==> config.mk <==
export PLATFORM = sky130hd
export DESIGN_NAME = fp_compare_pipe
export DESIGN_NICKNAME = d
export VERILOG_FILES = /design/src/rtl/fp_cmp_pkg.sv /design/src/rtl/fp_lzc.sv /design/src/rtl/fp_compare_pipe.sv
export SDC_FILE = /design/constraint.sdc
export NUM_CORES = 1
export LEC_CHECK = 0
export CORE_MARGIN = 1.5
export CORE_UTILIZATION = 25
export DETAILED_ROUTE_END_ITERATION = 8
export HOLD_SLACK_MARGIN = 0.15
export PLACE_DENSITY = 0.52
export SLEW_MARGIN = 10
export SYNTH_ARGS = -nofsm -noshare
export SYNTH_HDL_FRONTEND = slang
export SYNTH_SLANG_ARGS = --single-unit
==> constraint.sdc <==
create_clock -name i_clk -period 1.9 [get_ports i_clk]
set_input_delay 0.38 -clock i_clk [delete_from_list [all_inputs] [get_ports i_clk]]
set_output_delay 0.38 -clock i_clk [all_outputs]
set_load 0.005 [all_outputs]
==> src/rtl/fp_cmp_pkg.sv <==
// Shared definitions for the pipelined float comparator.
// Op encodings, ordering-flag bundle and zero classification.
package fp_cmp_pkg;

    localparam logic [2:0] OP_GT = 3'd0;
    localparam logic [2:0] OP_GE = 3'd1;
    localparam logic [2:0] OP_LT = 3'd2;
    localparam logic [2:0] OP_LE = 3'd3;
    localparam logic [2:0] OP_EQ = 3'd4;
    localparam logic [2:0] OP_NE = 3'd5;

    typedef struct packed {
        logic lt;
        logic eq;
        logic gt;
    } ord_t;

    // A zero mantissa is zero whatever the sign and exponent.
    function automatic logic is_zero(input logic [63:0] mant);
        return mant == '0;
    endfunction

endpackage

==> src/rtl/fp_lzc.sv <==
// Leading-zero counter over a mantissa, used for normalising keys.
// Result is 0..MAN_W-1; an all-zero input yields MAN_W-1 or 0 (don't care).
module fp_lzc #(
    parameter int MAN_W = 8,
    localparam int LZ_W = (MAN_W > 1) ? $clog2(MAN_W) : 1
) (
    input  logic [MAN_W-1:0] mant,
    output logic [LZ_W-1:0]  lz
);

    always_comb begin
        lz = '0;
        for (int i = 0; i < MAN_W; i++) begin
            if (mant[i]) lz = LZ_W'(MAN_W - 1 - i);
        end
    end

endmodule

==> src/rtl/fp_compare_pipe.sv <==
// Two-stage valid/ready float comparator: S1 classifies, S2 orders.
// Define FPCMP_NORM_EN to normalise operands before comparing.
module fp_compare_pipe
    import fp_cmp_pkg::*;
#(
    parameter int EXP_W = 4,
    parameter int MAN_W = 8,
    localparam int FW = 1 + EXP_W + MAN_W
) (
    input  logic          i_clk,
    input  logic          i_rst_n,
    input  logic          i_valid,
    output logic          o_ready,
    input  logic [FW-1:0] i_float1,
    input  logic [FW-1:0] i_float2,
    input  logic [2:0]    i_op,
    output logic          o_valid,
    input  logic          i_ready,
    output logic          o_res,
    output logic          o_lt,
    output logic          o_eq,
    output logic          o_gt,
    output logic          o_op_err
);

    localparam int KE = EXP_W + 1;

    typedef struct packed {
        logic             s;
        logic             z;
        logic [KE-1:0]    e;
        logic [MAN_W-1:0] m;
    } key_t;

    logic             sa, sb;
    logic [EXP_W-1:0] xa, xb;
    logic [MAN_W-1:0] ma, mb;
    logic [KE-1:0]    kea, keb;
    logic [MAN_W-1:0] kma, kmb;
    key_t             ka, kb;

    assign {sa, xa, ma} = i_float1;
    assign {sb, xb, mb} = i_float2;

`ifdef FPCMP_NORM_EN
    localparam int LZ_W = (MAN_W > 1) ? $clog2(MAN_W) : 1;
    logic [LZ_W-1:0] lza, lzb;

    fp_lzc #(.MAN_W(MAN_W)) u_lzc_a (.mant(ma), .lz(lza));
    fp_lzc #(.MAN_W(MAN_W)) u_lzc_b (.mant(mb), .lz(lzb));

    // Exponent may go negative after normalising, hence the extra sign bit.
    assign kea = KE'(xa) - KE'(lza);
    assign keb = KE'(xb) - KE'(lzb);
    assign kma = ma << lza;
    assign kmb = mb << lzb;
`else
    assign kea = KE'(xa);
    assign keb = KE'(xb);
    assign kma = ma;
    assign kmb = mb;
`endif

    assign ka = {sa, is_zero(64'(ma)), kea, kma};
    assign kb = {sb, is_zero(64'(mb)), keb, kmb};

    logic       s1_valid;
    key_t       s1_a, s1_b;
    logic [2:0] s1_op;
    logic       s2_adv;

    assign s2_adv  = !o_valid || i_ready;
    assign o_ready = !s1_valid || s2_adv;

    logic mag_gt, mag_eq;
    ord_t ord;
    logic res_d, err_d;

    assign mag_eq = (s1_a.e == s1_b.e) && (s1_a.m == s1_b.m);
    assign mag_gt = ($signed(s1_a.e) > $signed(s1_b.e)) ||
                    ((s1_a.e == s1_b.e) && (s1_a.m > s1_b.m));

    always_comb begin
        ord = '0;
        unique case (1'b1)
            s1_a.z && s1_b.z: ord.eq = 1'b1;
            s1_a.z && !s1_b.z: begin
                ord.gt = s1_b.s;
                ord.lt = !s1_b.s;
            end
            !s1_a.z && s1_b.z: begin
                ord.lt = s1_a.s;
                ord.gt = !s1_a.s;
            end
            !s1_a.z && !s1_b.z && (s1_a.s != s1_b.s): begin
                ord.lt = s1_a.s;
                ord.gt = !s1_a.s;
            end
            !s1_a.z && !s1_b.z && (s1_a.s == s1_b.s): begin
                ord.eq = mag_eq;
                ord.gt = !mag_eq && (mag_gt ^ s1_a.s);
                ord.lt = !mag_eq && !(mag_gt ^ s1_a.s);
            end
            default: ord = '0;
        endcase
    end

    always_comb begin
        res_d = 1'b0;
        err_d = 1'b0;
        unique case (s1_op)
            OP_GT: res_d = ord.gt;
            OP_GE: res_d = ord.gt || ord.eq;
            OP_LT: res_d = ord.lt;
            OP_LE: res_d = ord.lt || ord.eq;
            OP_EQ: res_d = ord.eq;
            OP_NE: res_d = !ord.eq;
            default: err_d = 1'b1;
        endcase
    end

    always_ff @(posedge i_clk or negedge i_rst_n) begin
        if (!i_rst_n) begin
            s1_valid <= 1'b0;
            s1_a     <= '0;
            s1_b     <= '0;
            s1_op    <= '0;
            o_valid  <= 1'b0;
            o_res    <= 1'b0;
            o_lt     <= 1'b0;
            o_eq     <= 1'b0;
            o_gt     <= 1'b0;
            o_op_err <= 1'b0;
        end else begin
            if (o_ready) begin
                s1_valid <= i_valid;
                if (i_valid) begin
                    s1_a  <= ka;
                    s1_b  <= kb;
                    s1_op <= i_op;
                end
            end
            if (s2_adv) begin
                o_valid <= s1_valid;
                if (s1_valid) begin
                    o_res    <= res_d;
                    o_lt     <= ord.lt;
                    o_eq     <= ord.eq;
                    o_gt     <= ord.gt;
                    o_op_err <= err_d;
                end
            end
        end
    end

endmodule
==> Yosys cells after proc, flatten, opt, wreduce, memory -nomap -nowiden <==
Index checks and enable logic that the tools add are counted.
{ "classes": {"magnitude_cmp": 2, "eq_ne": 9, "muxes": 5, "n_bitwise": 1, "reduce_logical": 31} }
{ "ops": {"columns": ["operator", "count"], "rows": [
  ["$logic_not 8->1", 2],
  ["$logic_and 1x1->1", 10],
  ["$logic_not 1->1", 9],
  ["$eq 8x8->1", 1],
  ["$gt 8x8->1", 1],
  ["$eq 3x2->1 const B", 2],
  ["$eq 3x3->1 const B", 2],
  ["$pmux 1 s3", 2],
  ["$pmux 1 s6", 1],
  ["$reduce_or 6->1", 1],
  ["$logic_or 1x1->1", 5],
  ["$eq 4x4->1", 1],
  ["$gt 4x4->1", 1],
  ["$reduce_and 2->1", 2],
  ["$eq 3x1->1 const B", 1],
  ["$logic_not 3->1", 1],
  ["$pmux 1 s2", 1],
  ["$reduce_or 2->1", 1],
  ["$eq 1x1->1", 1],
  ["$mux 1", 1],
  ["$ne 1x1->1", 1],
  ["$xor 1x1->1", 1]
]} }
{ "totals": {"ff_bits": 38, "in_bits": 33, "output_inout_bits": 7, "word_cells": 64} }

==> Logic depth before layout (Yosys ltp) <==
Gate-level depths: netlist (run 1).
{ "depth": {"depth_word": 9, "ltp_mapped": 8, "mapped_depth_nobuf": 8} }

==> Worst setup path after synthesis (run 1) <==
OpenSTA, ideal clock, no wires.
{ "synth_timing": {"kind": "register to register", "from": "register s1_b[8] in the netlist's numbering", "to": "register o_res", "arrival_time_ns": 1.738, "t_required_ns": 1.813, "path_slack_ns": 0.076, "path_stages_with_launch": 8, "n_path_buf": 0, "path_cell_list": "dfrtp_1 -> ha_1 -> nand4_2 -> nor4_2 -> a21oi_1 -> xor2_1 -> o21a_1 -> a211oi_2"} }
{ "synth_between": {"elab_chain_len": 9, "elab_cells_between_ends": 17} }
{ "synth_lines": {"columns": ["item", "line", "text"], "rows": [
  ["from (decl)", "fp_compare_pipe.sv:68", "key_t s1_a, s1_b;"],
  ["from (signal assigned)", "fp_compare_pipe.sv:139", "s1_b <= kb;"],
  ["parallel branches: the longest is 8 deep, another holds $gt 4x4->1", null, null],
  ["$pmux 1 s6 *", "fp_compare_pipe.sv:111", "unique case (s1_op)"],
  ["to (signal assigned)", "fp_compare_pipe.sv:146", "o_res <= res_d;"],
  ["to (decl)", "fp_compare_pipe.sv:19", "output logic o_res,"]
]} }
Mark *: on every way between the ends.
A chain may end at the register's enable or synchronous reset.

==> Worst setup path in the final report (run 1) <==
{ "layout_timing": {"from": "register s1_a[2] in the netlist's numbering", "to": "register o_res"} }
{ "layout_between": {"elab_chain_len": 9, "elab_cells_between_ends": 17} }
{ "layout_lines": {"columns": ["item", "line", "text"], "rows": [
  ["from (decl)", "fp_compare_pipe.sv:68", null],
  ["from (signal assigned)", "fp_compare_pipe.sv:138", "s1_a <= ka;"],
  ["$gt 8x8->1", "fp_compare_pipe.sv:81", "((s1_a.e == s1_b.e) && (s1_a.m > s1_b.m));"],
  ["$logic_and 1x1->1", "fp_compare_pipe.sv:81", null],
  ["$logic_or 1x1->1", "fp_compare_pipe.sv:80", "assign mag_gt = ($signed(s1_a.e) > $signed(s1_b.e)) ||"],
  ["$xor 1x1->1", "fp_compare_pipe.sv:101, fp_compare_pipe.sv:102", null],
  ["$logic_not 1->1", "fp_compare_pipe.sv:102", "ord.lt = !mag_eq && !(mag_gt ^ s1_a.s);"],
  ["$logic_and 1x1->1", "fp_compare_pipe.sv:102", null],
  ["$pmux 1 s3", "fp_compare_pipe.sv:85", "unique case (1'b1)"],
  ["$logic_or 1x1->1", "fp_compare_pipe.sv:115", "OP_LE: res_d = ord.lt || ord.eq;"],
  ["$pmux 1 s6 *", "fp_compare_pipe.sv:111", null]
]} }
Mark *: on every way between the ends. The rest lies on a longest branch, timed or not.

==> metrics.csv, run 1 <==
metric;value;unit
status;complete, but fails checks;
failing checks;negative setup slack;
FMAX;512;MHz
Max Cap Viol;0;
Hold Fails Final Rpt;0;
CTS tree;yes;
WL per Instance;13.1;microns
first-pass GRT wire length;7370;microns
row cnt;32;
distinct cell type count after synthesis;32;
Synth Warn #;0;
CP startpoint;s1_a[2];
Final WS setup;-0.0518;ns
relative slew slack;67.0;%
asr flop ratio synth;100;%
synthesized area;1970;sq um
Vias;1424;
Req. time, crit path;2.06;ns
# hold bufs at CTS;0;
CP peak stage delay;0.42;ns
switching part of the total power;26.7;%
fin nets;272;
Routed Antenna Nets;0;
Detailed Routing Iterations Pass 1;4;
Clk pwr share;31.7;%
startpoint types;flip-flop;
post-synthesis sequential area ratio;48.3;%
most frequent cell after synthesis;dfrtp_1;
Synth area leader;dfrtp_1;
Max VDD drop;0.000369;V
Area after DPL;2520;sq um
power density over the cells;924;nW/um^2
Post-synth top cells;38 x dfrtp_1, 29 x mux2_2, 15 x inv_1, 12 x ha_1, 11 x nand2_1;
Finished Cell Area;2890;sq um
DP HPWL;3060;microns
final setup vio count;1;
IO buf count;39;
Gate power share;29.7;%
Post-Syn Nets;219;
largest net degree at the start of global routing;39;
Avg Cell Area, Syn;11.3;sq um
die footprint;8420;sq um
Antenna diodes;0;
Clk Latency, worst-skew pair;0.29;ns
CP Max Fanout;2;
FILL cells;776;
core area;7690;sq um
Residual DRC;0;
vias in the first global route;1475;
clock buffer depth;2;
Vias per Instance;4.32;
crit path time final;1.95;ns
hold crit path type;primary input to async pin;
Worst Setup End Kind;flip-flop;
Leakage;1.17;nW
Synth Flop Type;dfrtp_1;
Crit path max-delay family;simple AND/OR/NAND/NOR gates;
TritonCTS Sinks;38;
top post-synthesis cells by area;dfrtp_1 48%, mux2_2 17%, ha_1 7.6%, inv_1 2.9%, o21ai_0 2.3%;
Gate Count Post-Synth;174;
Initial DRC Count;63;
GPL Wtd Cong;0.724;
slew at the pin with the worst max-slew slack;0.495;ns
count of state elements after synthesis;38;
initial antenna violation count;0;
CP Class;flip-flop to flip-flop;
Pint;0.00196;W
clock skew;0.00961;ns
Post-synth EDFFs;0;
RSZ-0062 raised after global routing;yes;
grt ovf;0;
P&R area growth vs syn;46.7;%
worst r2r src;s1_a[2];
Post-Layout Cell Count;330;
CTS root buf;clkbuf_8;
Slew Limit Fails;0;
Critical Path Slowest Stage Cell;dfrtp_1;
H-tree lvl count;2;
Sequential Power Share;38.6;%
Die Span X;91.8;microns
clock-pin transition on the worst setup and hold timing paths;0.08;ns
CTS buffer count;5;
total track usage;11.3;%
Initial Util;25.6;%
Worst Path Buf+Inv;1;
Cells after DPL;317;
worst path cell trace;ha_4 > nand4_1 > nor4_4 > buf_4 > and2_4 > o21ai_2 > mux2i_1 > a211oi_2;
Synth top area share;48.3;%
Net Switching;0.000712;W
height of the die;91.8;microns
Post-Route Utilization;37.6;%
CP arrival;2.12;ns
final wirelength;4330;microns
layout cell share with drive strength beyond 1;32.5;%
fin crit share;103;%
# IOs;40;
-- path summary, 6_finish.rpt --
path	cells after the start	to	slack, ns
worst max register to register	8	o_res	-0.05
worst min-delay path	2	s1_a[10]	0.14
min in group i_clk	2	o_op_err	0.48
max in group asynchronous	2	o_gt	1.40
worst min register to register	2	o_op_err	0.48
worst max-delay path	8	o_res	-0.05
-- metal layers --
layer  track usage, %  share of wire [%]  vias to the layer above
met5                0                  0                        -
met4             3.08                1.1                        0
met3             2.74                4.3                        5
met2             17.6                 46                       29
met1             15.6                 49                      670
li1                 -                  -                      720
-- cell usage in the layout, fill, tap and decap left out, types with 2 or more instances in the layout --
master	Yosys	layout
nand4_4	0	2
clkbuf_8	0	6
o31ai_1	2	2
mux2_2	29	29
nand2_1	11	11
a21oi_1	8	7
nor4_1	4	4
nand2b_1	3	3
buf_4	0	10
ha_4	0	10
nor2b_1	3	3
o21ai_2	0	2
xor2_1	4	4
inv_1	15	11
bufinv_16	0	2
mux2i_1	3	3
ha_1	12	2
o21ai_0	9	7
nor2_1	7	7
nand3_1	3	3
dfrtp_1	38	38
clkdlybuf4s50_1	0	37
inv_2	0	4
-- stage by stage --
stage / TNS (ns) / setup slack, ns / total power, W / hold slack (ns)
2_1_floorplan: 0 / 0.0757 / 0.00138 / 0.0844
3_3_place_gp: -0.109 / -0.0659 / 0.00166 / 0.471
3_5_place_dp: -0.135 / -0.0682 / 0.00167 / 0.463
4_1_cts: 0 / 0.00124 / 0.00265 / 0.154
5_1_grt: -0.223 / -0.168 / 0.00285 / 0.184
6_report: -0.0518 / -0.0518 / 0.00267 / 0.140
-- registers in the layout, indices dropped and copies added (netlist names) --
signal    count
o_lt          1
o_eq          1
o_op_err      1
o_gt          1
s1_b         14
o_res         1
s1_a         14
o_valid       1
s1_op         3
s1_valid      1
-- what timing repair did --
action,CTS,global route
setup endpoints to repair,3,4
gates resized for setup,13,14
setup buffers,2,3
pin swaps,8,10
-- kinds of logic after synthesis --
kind of cell / Yosys count / synth area share, %
adder cells (fa/ha/maj): 12 / 7.62
buffers and inverters: 20 / 4.07
AO/OA/AOI/OAI: 28 / 8.83
AND/OR/NAND/NOR: 40 / 11.3
XOR/XNOR: 4 / 1.78
flip-flops: 38 / 48.3
multiplexers: 32 / 18.1
-- power by group through the flow --
stage / Combinational [W] / Clock, W / Sequential [W]
global route: 0.000878 / 0.000919 / 0.00105
CTS: 0.000752 / 0.000876 / 0.00102
finish: 0.000793 / 0.000848 / 0.00103
detailed placement: 0.000640 / 0 / 0.00103
global placement: 0.000633 / 0 / 0.00103
floorplan: 0.000377 / 0 / 0.00101
-- cell type report --
cell class | instances | area (sq um) | share of cell area (%)
multi-input combinational | 116 | 1120 | 38.7
sequential | 38 | 951 | 32.9
clock buffer | 6 | 82.6 | 2.86
clock inverter | 2 | 60.1 | 2.08
timing repair buffer | 51 | 494 | 17.1
tap | 102 | 128 | 4.42
inverter | 15 | 56.3 | 1.95
-- worst reg2reg max path, delay by kind of cell (launching register included) --
| kind | cells | cell delay, ns |
|---|---|---|
| AND/OR/NAND/NOR | 3 | 0.69 |
| AO/OA/AOI/OAI | 2 | 0.10 |
| multiplexers | 1 | 0.18 |
| buffers and inverters | 1 | 0.17 |
| flip-flops | 1 | 0.42 |
| adder cells (fa/ha/maj) | 1 | 0.28 |
(Power assumes the default switching activity.)
==> inputs of run 2 (changes only) <==
Settings changed: CAP_MARGIN set to 10, GPL_TIMING_DRIVEN set to 0, SYNTH_HIERARCHICAL set to 1.
==> run 2 against run 1 <==
  * The run now ends clean
  * Core utilization shrank 1.2 points
  * Synthesized cell count did not move
  * Clock skew down 0.0047 ns
  * Power fell by 3.3%
  * Via count up 0.70%
  * Die area unchanged
  * Routed wire length is 3.4% lower
  * Count of clock-buffer cells in the layout unchanged
  * Combinational power fell by 10%
  * Synthesized area is the same
  * Maximum frequency grew 3.4%
==> metrics.csv, run 2 <==
metric;value;unit
Post-synth top cells;38 x dfrtp_1, 29 x mux2_2, 15 x inv_1, 12 x ha_1, 11 x nand2_1;
Detailed Routing Iterations Pass 1;4;
H-tree lvl count;2;
relative slew slack;71.1;%
Synth Flop Type;dfrtp_1;
DP HPWL;3190;microns
Max Cap Viol;0;
Antenna diodes;0;
fin crit share;99.3;%
FILL cells;771;
final wirelength;4180;microns
Worst Setup End Kind;flip-flop;
Worst Hold Launch;o_op_err;
initial antenna violation count;0;
Vias;1434;
Post-synth EDFFs;0;
Area after DPL;2510;sq um
Initial Util;25.6;%
biggest regs;s1_a (14), s1_b (14), s1_op (3);
Avg Cell Area, Syn;11.3;sq um
power density over the cells;923;nW/um^2
CP arrival;2.10;ns
M1 wire length;2080;microns
Synth top area share;48.3;%
Routed Antenna Nets;0;
height of the die;91.8;microns
most frequent cells in the layout;38 x dfrtp_1, 37 x clkdlybuf4s50_1, 29 x mux2_2, 15 x inv_1, 11 x nand2_1;
worst r2r src;s1_a[6];
layout cell share with drive strength beyond 1;25.7;%
asr flop ratio synth;100;%
# IOs;40;
CTS tree;yes;
CTS buffer count;5;
largest net degree at the start of global routing;23;
first-pass GRT wire length;7040;microns
clock-pin transition on the worst setup and hold timing paths;0.08;ns
final setup vio count;0;
GPL Wtd Cong;0.727;
core area;7690;sq um
CP Class;flip-flop to flip-flop;
Slew Limit Fails;0;
IO buf count;39;
Post-Syn Nets;219;
Synth area leader;dfrtp_1;
Residual DRC;0;
RSZ-0062 raised after global routing;yes;
hold crit path type;flip-flop to flip-flop;
status;finished, final reports clean;
CP startpoint;s1_a[6];
hold path depth;2;
crit path time final;1.89;ns
TritonCTS Sinks;38;
Leakage;1.16;nW
Finished Cell Area;2800;sq um
wire length on met3;205;microns
reg2reg path depth;7;
Met2 Routed Length;1850;microns
Vias per Instance;4.37;
WL per Instance;12.7;microns
Clk Latency, worst-skew pair;0.29;ns
fin nets;270;
vias in the first global route;1432;
CP Max Fanout;3;
post-synthesis sequential area ratio;48.3;%
clock buffer depth;2;
top post-synthesis cells by area;dfrtp_1 48%, mux2_2 17%, ha_1 7.6%, inv_1 2.9%, o21ai_0 2.3%;
startpoint types;flip-flop;
row cnt;32;
Synth Warn #;6;
Max VDD drop;0.000304;V
setup TNS;0;ns
Req. time, crit path;2.11;ns
slew at the pin with the worst max-slew slack;0.433;ns
P&R area growth vs syn;42.2;%
synthesized area;1970;sq um
clock skew;0.00487;ns
die footprint;8420;sq um
Max Used Layer;met4;
commonest non-fill, non-tap cell in the layout;dfrtp_1;
most frequent cell after synthesis;dfrtp_1;
Hold Fails Final Rpt;0;
distinct cell type count after synthesis;32;
count of state elements after synthesis;38;
Initial DRC Count;20;
grt ovf;0;
CTS root buf;clkbuf_8;
Post-Route Utilization;36.4;%
total track usage;10.8;%
Die Span X;91.8;microns
FMAX;530;MHz
Gate Count Post-Synth;174;
run 2: cell types whose count changed in the layout (fill, tap and decap cells not counted), sizes merged:
| cell | previous run | this run |
|---|---|---|
| dlygate4sd3 | 0 | 1 |
| buf | 13 | 9 |
| clkbuf | 6 | 7 |
run 2: area by class of cell:
class	count	area (sq um)	area share (%)
Clock buffer	6	82.6	2.95
Clock inverter	2	60.1	2.14
Sequential cell	38	951	34.0
Buffer	5	23.8	0.849
Multi-Input combinational cell	116	1050	37.5
Timing Repair Buffer	44	448	16.0
Tap cell	102	128	4.56
Inverter	15	56.3	2.01
run 2: worst max-delay path, cell delays in order, from the launching register on:
cell      delay, ns
dfrtp_1        0.41
ha_4           0.30
nand4_4        0.13
nor4_4         0.35
a21oi_2        0.12
xor2_1         0.15
o21a_1         0.18
a211oi_2       0.17
run 2: stage by stage:
| stage | worst slack, ns | hold slack [ns] | instances | power [W] |
|---|---|---|---|---|
| CTS | 0.0125 | 0.483 | 327 | 0.00258 |
| floorplan | 0.0757 | 0.0844 | 174 | 0.00138 |
| detailed placement | -0.185 | 0.353 | 316 | 0.00163 |
| finish | 0.0126 | 0.485 | 328 | 0.00258 |
| global placement | -0.563 | 0.457 | 315 | 0.00162 |
| global route | -0.116 | 0.530 | 328 | 0.00275 |
run 2: what timing repair did:
| action | in CTS | in global routing |
|---|---|---|
| gates cloned | 0 | 0 |
| pin swaps | 5 | 5 |
| buffers inserted | 2 | 1 |
| endpoints found under the hold margin | 16 | 0 |
| hold buffers | 1 | 0 |
| resized for setup | 8 | 4 |
| endpoints found under the setup margin | 3 | 4 |
run 2: path summary, 6_finish.rpt:
check / to / slack, ns
hold reg to reg: o_op_err / 0.48
hold / removal: o_op_err / 0.48
min in group asynchronous: s1_b[8] / 0.58
max in group asynchronous: o_res / 0.87
setup / recovery: o_res / 0.01
setup reg to reg: o_res / 0.01
run 2: cell families (layout without fill, tap and decap cells):
logic type	count (synthesis)	after routing	share of synthesized area (%)
fa+ha+maj	12	12	7.62
simple gates	40	40	11.3
flops	38	38	48.3
compound gates	28	28	8.83
xor+xnor	4	4	1.78
buf+inv	20	72	4.07
mux	32	32	18.1
run 2: power breakdown:
part | switching [W] | internal, W | leakage, nW
Combinational | 0.000302 | 0.000408 | 0.638
Sequential | 0.0000863 | 0.000930 | 0.449
Clock | 0.000297 | 0.000560 | 0.0714
run 2: metal layers:
metal / vias up / global-route usage [%]
li1: 719 / -
met1: 681 / 14.9
met2: 29 / 16.4
met3: 5 / 2.99
met4: 0 / 3.46
met5: - / 0
==> inputs of run 3 (changes only) <==
Settings changed: HOLD_SLACK_MARGIN 0.15 to 0.02.
==> run 3 against run 2 <==
  * Clock skew is the same
  * Count of clock-buffer cells in the layout unchanged
  * Routed wire length shrank 0.33%
  * Sequential share of layout area rose by 0.12 points
  * Highest routed layer unchanged
  * First-iteration DRC count rose by 25%
  * Non-clock buffer count shrank 1
  * Critical endpoint unchanged
  * Hold slack worse by 0.46 ns
  * Critical path depth stayed put
  * Critical path type unchanged
  * Flip-flop and latch count is the same
  * Clock power is essentially flat
  * Core utilization is 0.13 points lower
  * Sequential power hardly changed
==> metrics.csv, run 3 (synthesis results as in run 2) <==
metric;value;unit
most frequent cells in the layout;38 x dfrtp_1, 37 x clkdlybuf4s50_1, 29 x mux2_2, 15 x inv_1, 11 x nand2_1;
Vias per Instance;4.37;
core area;7690;sq um
initial antenna violation count;0;
die footprint;8420;sq um
Finished Cell Area;2790;sq um
IO buf count;39;
CP arrival;2.10;ns
total track usage;10.8;%
Req. time, crit path;2.11;ns
Die Span X;91.8;microns
clock buffer depth;2;
Max VDD drop;0.000305;V
CTS buffer count;5;
relative slew slack;71.2;%
TritonCTS Sinks;38;
first-pass GRT wire length;7020;microns
height of the die;91.8;microns
Final WS setup;0.0126;ns
Worst Path Buf+Inv;0;
status;finished, final reports clean;
CTS root buf;clkbuf_8;
DP HPWL;3190;microns
biggest regs;s1_a (14), s1_b (14), s1_op (3);
final wirelength;4170;microns
Hold Fails Final Rpt;0;
Max Cap Viol;0;
reg2reg setup slack;0.01;ns
final setup vio count;0;
worst reg2reg endpoint;o_res;
slew at the pin with the worst max-slew slack;0.432;ns
fin nets;269;
Initial DRC Count;25;
# IOs;40;
Crit path max-delay family;simple AND/OR/NAND/NOR gates;
CP Max Fanout;3;
RSZ-0062 raised after global routing;yes;
Slew Limit Fails;0;
row cnt;32;
Antenna diodes;0;
largest net degree at the start of global routing;23;
worst r2r src;s1_a[6];
Residual DRC;0;
power density over the cells;925;nW/um^2
Clk Latency, worst-skew pair;0.29;ns
commonest non-fill, non-tap cell in the layout;dfrtp_1;
final hold slack;0.0233;ns
CP peak stage delay;0.41;ns
Detailed Routing Iterations Pass 1;4;
clock-pin transition on the worst setup and hold timing paths;0.08;ns
Initial Util;25.6;%
worst path cell trace;ha_4 > nand4_4 > nor4_4 > a21oi_2 > xor2_1 > o21a_1 > a211oi_2;
GPL Wtd Cong;0.727;
CP startpoint;s1_a[6];
FMAX;530;MHz
FILL cells;769;
Placement Setup Slack;-0.185;ns
H-tree lvl count;2;
crit path time final;1.89;ns
Area after DPL;2510;sq um
fin crit share;99.3;%
Leakage;1.16;nW
setup TNS;0;ns
Critical Path Slowest Stage Cell;dfrtp_1;
Routed Antenna Nets;0;
vias in the first global route;1424;
P&R area growth vs syn;41.7;%
grt ovf;0;
hold crit path type;primary input to async pin;
# hold bufs at CTS;0;
Vias;1430;
WL per Instance;12.7;microns
CP Class;flip-flop to flip-flop;
startpoint types;flip-flop;
reg2reg path depth;7;
clock skew;0.00487;ns
CTS tree;yes;
Worst Setup End Kind;flip-flop;
layout cell share with drive strength beyond 1;25.8;%
## run 3: cell types whose count changed in the layout (fill, tap and decap cells not counted)
cell,change
dlygate4sd3_1,-1
## run 3: metal layers
layer / global-route usage [%] / vias to the layer above / share of wire (%)
met5: 0 / - / 0
met4: 3.46 / 0 / 1.0
met3: 3.07 / 5 / 5.1
met2: 16.3 / 29 / 44
met1: 14.9 / 679 / 50
li1: - / 717 / -
## run 3: where the power goes
part           switching [W]  leakage, nW  internal, W
clock               0.000297       0.0714     0.000560
sequential         0.0000863        0.449     0.000930
combinational       0.000301        0.634     0.000407
total               0.000685         1.16      0.00190
## run 3: repair_timing
action / CTS / global route
buffers inserted: 2 / 1
resized for setup: 8 / 4
gates cloned: 0 / 0
pin swaps: 5 / 5
endpoints found under the setup margin: 3 / 4
## run 3: area by class of cell
cell class | count | area (sq um) | area share [%]
clock inverters | 2 | 60.1 | 2.15
well taps | 102 | 128 | 4.57
flip-flops and latches | 38 | 951 | 34.1
clock buffers | 6 | 82.6 | 2.96
repair buffers | 43 | 438 | 15.7
inverters | 15 | 56.3 | 2.02
plain buffers | 5 | 23.8 | 0.852
multi-input cells | 116 | 1050 | 37.7
## run 3: how the worst max path moves through the flow
stage / to / slack (ns) / cells past startpoint
final: o_res / 0.01 / 7
after global routing: o_res / -0.12 / 7
after CTS: o_ready / 0.01 / 3
after detailed placement: s1_a[9] / -0.19 / 5
after global placement: s1_b[2] / -0.56 / 1
after floorplan: o_res / 0.08 / 7
## run 3: metrics by stage
step,utilization [%],std cells,power [W]
after global routing,36.3,327,0.00274
final,36.3,327,0.00258
after detailed placement,32.6,316,0.00163
after global placement,32.4,315,0.00162
after floorplan,-,174,0.00138
after CTS,35.7,326,0.00258
